===== config.mk =====
export PLATFORM = sky130hd
export DESIGN_NAME = pkt_buffer_ram
export DESIGN_NICKNAME = d
export VERILOG_FILES = /design/src/rtl/avalon_st_packet_checker_pkt_buffer_ram.sv
export SDC_FILE = /design/constraint.sdc
export NUM_CORES = 1
export LEC_CHECK = 0
export BUFFER_PORTS_ARGS = -buffer_cell sky130_fd_sc_hd__buf_2
export CORE_ASPECT_RATIO = 1.5
export CORE_MARGIN = 2
export CORE_UTILIZATION = 55
export CTS_CLUSTER_SIZE = 28
export DETAILED_ROUTE_END_ITERATION = 8
export GPL_TIMING_DRIVEN = 0
export MAX_ROUTING_LAYER = met4
export PLACE_DENSITY = 0.71
export SYNTH_ARGS = -nofsm -noshare
export SYNTH_HDL_FRONTEND = slang
export SYNTH_SLANG_ARGS = --single-unit

===== constraint.sdc =====
create_clock -name clk -period 2.6 [get_ports clk]
set_clock_uncertainty 0.15 [all_clocks]
set_input_delay 0.39 -clock clk [delete_from_list [all_inputs] [get_ports clk]]
set_output_delay 0.39 -clock clk [all_outputs]
set_load 0.05 [all_outputs]

===== src/rtl/avalon_st_packet_checker_pkt_buffer_ram.sv =====
// Simple dual-port RAM with registered read; maps onto a block RAM.
module pkt_buffer_ram #(
  parameter int unsigned AW = 6,
  parameter int unsigned DW = 9
) (
  input  logic          clk,
  input  logic          we_i,
  input  logic [AW-1:0] waddr_i,
  input  logic [DW-1:0] wdata_i,
  input  logic          re_i,
  input  logic [AW-1:0] raddr_i,
  output logic [DW-1:0] rdata_o
);

  logic [DW-1:0] mem_q [0:(1<<AW)-1];

  always_ff @(posedge clk) begin
    if (we_i) mem_q[waddr_i] <= wdata_i;
    if (re_i) rdata_o <= mem_q[raddr_i];
  end

endmodule


==> results.txt <==
----------------------------------------------------
[Route]
  Average detailed-routed wire length per instance ... ~30 µm
  Count of vias placed by the detailed router ... ~11,000
  Antenna Nets Post-Route ... 0
  Detailed Routing Iterations Pass 1 ... 5
  Wire length after detailed routing ... 50.2 mm
  Number of design-rule violations left by the first detailed-router iteration ... approximately 1,200
  Detail-routed via count per cell ... 6.41
  Number of DRC violations after detailed routing ... 0

[Cells and area]
  Flip-flop and latch area ... around 0.018 mm²
  Final non-filler cell total ... 1,646
  Post-Route Utilization ... 0.613
  Most common cell after layout, fill and taps aside ... sky130_fd_sc_hd__edfxtp_1
  Most frequent cells in the layout ... sky130_fd_sc_hd__edfxtp_1, sky130_fd_sc_hd__mux4_2, sky130_fd_sc_hd__nor2_1
  # fillers ... 2,768
  Multi-input gate area ... 0.00480 mm²
  Fraction of final layout cells sized beyond drive strength 1 ... 0.244
  Layout overhead on the synthesized area ... 10.4%
  Fin nets ... 1,120
  Final Instance Area ... roughly 0.025 mm²

[Worst setup path]
  Critical path data arrival time ... 2770 ps
  Endpoint class of the critical path ... flip-flop
  Highest cell delay on the worst timing path ... around 540 ps
  Type of origin of the critical path ... input port
  Register-to-Register Setup Slack ... 190 ps
  Critical Path Most Common Cell ... sky130_fd_sc_hd__buf_4
  Critical setup path kind ... in2reg
  Data required time of the critical path ... 2760 ps
  CP top delay family ... multiplexers
  Standard cell with the maximum stage delay on the critical path ... sky130_fd_sc_hd__mux4_2
  Cell breakdown of the critical path ... buf_2 -> buf_6 -> buf_4 -> buf_4 -> mux4_2 -> mux2i_1 -> a22oi_1 -> o211ai_1 -> nand2_1
  Crit-path max FO ... 10
  Buffering stage count on the worst path with inverters included ... 4

[Synthesis]
  Synthesized netlist net count ... 1,044
  Distinct cell type count after synthesis ... 36
  Syn_area_per_cell ... roughly 22 µm²
  Count of synthesis-stage warnings from yosys ... 0
  Post-synthesis instance total ... 1,020
  Fraction of the yosys area taken by sequential cells ... 0.774
  Mapped Area ... 0.0227 mm²
  Flops & latches, synth ... between 500 and 600

[Global route]
  Number of global-route vias before repair ... 10,900
  First-pass GRT wire length ... 72.7 mm
  Global route overflow ... 0
  Largest net degree at the start of global routing ... 65
  Overall global routing resource usage ... 0.248
  Number of antenna violations at the first check in global routing ... 3

[Timing]
  Final Critical Period ... 2610 ps
  Worst-margin pin slew ... 1250 ps
  Count of pins over their slew limit ... 0
  Achievable frequency ... 0.383 GHz
  Worst slew margin relative to its limit ... 0.169
  Unrepaired setup endpoints after global routing ... no
  Final number of setup-violating endpoints ... 1
  Min setup slack post-route ... -9.61 ps
  Final sum of negative setup slack ... -9.61 ps
  Final cycle utilization of the critical path ... 1.00
  Final-report hold violation count ... 0

[Power]
  Part of the power in combinational logic ... 0.055
  Flop pwr share ... 0.558
  Switching share of power ... 0.206
  Switching power total ... 0.00387 W
  Maximum VDD drop ... 0.674 mV
  P_int ... 0.0149 W
  Clock power frac ... 0.387
  Power density over cell area ... 750 mW/mm²
  Power Total ... 0.0188 W
  Static leakage ... roughly 8 nW

[Floorplan]
  IO Count ... 33
  Area of the die ... 0.0429 mm²
  Core area ... 0.0409 mm²
  Overall die width ... ~170 µm
  Effective utilization at floorplan ... 0.555
  Die Y ... 253 µm
  Row count ... 91

[Clocking]
  CTS clock-pin slew for the worst setup and hold paths ... approximately 60 ps
  Htree depth ... 2
  Number of buffers created by CTS ... 49
  CTS hold repair buffers ... 0
  Clock tree from TritonCTS ... yes
  Clock root buffer master ... sky130_fd_sc_hd__clkbuf_16
  Max Buffers Root-to-Sink ... 3
  Sink Count ... 585
  Worst skew pair latency ... 580 ps

[Run]
  Max-cap violation count ... 0

[Status]
  Result of the run ... complete, but fails checks
  Failing checks ... setup timing

[Place]
  Total placed instance area ... around 0.023 mm²
  Placed Cells incl. Taps ... around 1,600
  Half-perimeter wire length after placement ... between 30 and 40 mm
  Routability Congestion ... 0.944
  Total of buffers placed on input and output ports ... 25

[Min path]
  Worst hold path class ... in2reg

----------------------------------------------------
-- flip-flops by register name, indices dropped and copies added (netlist names) --
signal   cells
mem_q      576
rdata_o      9
-- worst reg2reg max path: stages (launching register included) --
cell	delay (ps)
sky130_fd_sc_hd__edfxtp_1	370
sky130_fd_sc_hd__mux4_2	490
sky130_fd_sc_hd__nor2b_1	150
sky130_fd_sc_hd__a2111oi_0	470
sky130_fd_sc_hd__a2111oi_0	170
sky130_fd_sc_hd__a221o_1	350
-- final timing paths --
path	startpoint	to	cells after the start
min reg2reg	mem_q[30][7]$_DFFE_PP_	rdata_o[7]$_DFFE_PP_	4
max reg2reg	mem_q[0][5]$_DFFE_PP_	rdata_o[5]$_DFFE_PP_	5
max	raddr_i[0]	rdata_o[3]$_DFFE_PP_	9
min	re_i	rdata_o[8]$_DFFE_PP_	1
-- cell usage after synthesis --
| library cell | n | share of area |
|---|---|---|
| sky130_fd_sc_hd__nand3b_1 | 3 | 0.00099 |
| sky130_fd_sc_hd__edfxtp_1 | 585 | 0.77 |
| sky130_fd_sc_hd__nand4_1 | 2 | 0.00055 |
| sky130_fd_sc_hd__nor3b_1 | 1 | 0.00033 |
| sky130_fd_sc_hd__inv_2 | 1 | 0.00017 |
| sky130_fd_sc_hd__nor3_1 | 2 | 0.00044 |
| sky130_fd_sc_hd__mux2_2 | 4 | 0.0020 |
| sky130_fd_sc_hd__nand4b_1 | 1 | 0.00039 |
| sky130_fd_sc_hd__o22ai_1 | 8 | 0.0022 |
| sky130_fd_sc_hd__a21oi_1 | 5 | 0.0011 |
| sky130_fd_sc_hd__buf_4 | 9 | 0.0030 |
| sky130_fd_sc_hd__clkbuf_1 | 23 | 0.0038 |
| sky130_fd_sc_hd__or3b_2 | 1 | 0.00039 |
| sky130_fd_sc_hd__or3_1 | 1 | 0.00028 |
| sky130_fd_sc_hd__o21ai_1 | 5 | 0.0011 |
| sky130_fd_sc_hd__nand3_1 | 12 | 0.0026 |
| sky130_fd_sc_hd__buf_6 | 5 | 0.0025 |
| sky130_fd_sc_hd__buf_2 | 14 | 0.0031 |
| sky130_fd_sc_hd__mux4_1 | 8 | 0.0093 |
| sky130_fd_sc_hd__mux2i_1 | 22 | 0.0097 |
| sky130_fd_sc_hd__nand2_1 | 24 | 0.0040 |
| sky130_fd_sc_hd__a2111oi_0 | 6 | 0.0023 |
| sky130_fd_sc_hd__a221o_1 | 3 | 0.0013 |
| sky130_fd_sc_hd__mux4_2 | 143 | 0.14 |
| sky130_fd_sc_hd__and2_1 | 4 | 0.0011 |
| sky130_fd_sc_hd__buf_1 | 1 | 0.00017 |
| sky130_fd_sc_hd__o21bai_1 | 3 | 0.00099 |
| sky130_fd_sc_hd__a22oi_1 | 17 | 0.0056 |
| sky130_fd_sc_hd__o221ai_1 | 5 | 0.0019 |
| sky130_fd_sc_hd__o2111ai_1 | 2 | 0.00077 |
| sky130_fd_sc_hd__nor2b_1 | 14 | 0.0039 |
| sky130_fd_sc_hd__nor2_1 | 70 | 0.012 |
| sky130_fd_sc_hd__o211ai_1 | 5 | 0.0017 |
| sky130_fd_sc_hd__buf_12 | 2 | 0.0018 |
| sky130_fd_sc_hd__nand2b_1 | 6 | 0.0017 |
| sky130_fd_sc_hd__a211oi_1 | 3 | 0.00099 |
-- routing by layer --
metal	track usage	part of all wire
met5	-	0
met3	0.0348	0.069
met4	0.107	0.047
met2	0.430	0.54
met1	0.291	0.34
-- cell families (layout without fill, tap and decap cells) --
group | count (synthesis) | count (layout) | synth area share
compound gates | 62 | 62 | 0.0200
buf+inv | 55 | 168 | 0.0145
flops | 585 | 585 | 0.774
mux | 177 | 177 | 0.163
other cells | 0 | 2 | 0
simple gates | 141 | 141 | 0.0282
-- layout make-up --
cell class,instances,share of cell area
Sequential cell,585,0.701
Multi-Input combinational cell,380,0.192
Clock buffer,67,0.0533
Tap cell,511,0.0255
Buffer,53,0.0137
Clock inverter,21,0.00899
Timing Repair Buffer,26,0.00529
Antenna cell,2,0.000200
Inverter,1,0.000150
-- power groups by stage --
stage,sequential [W],combinational [W],clock [W]
after floorplan,0.0107,0.000542,0
after global placement,0.0107,0.00101,0
after detailed placement,0.0107,0.00103,0
after CTS,0.0105,0.00103,0.00735
after global routing,0.0105,0.00108,0.00767
final,0.0105,0.00104,0.00726
-- what timing repair did --
item | CTS | global route
endpoints found under the setup margin | 9 | 3
buffers inserted | 0 | 0
resized for setup | 7 | 4
-- through the flow --
| stage | worst slack, ps | hold slack (ps) |
|---|---|---|
| after CTS | 52.6 | 63.1 |
| after detailed placement | -864 | 665 |
| after global routing | 25.5 | 76.2 |
| after floorplan | 178 | 339 |
| after global placement | -842 | 660 |
| final | -9.61 | 84.5 |
Power figures use the tool's default switching activity.
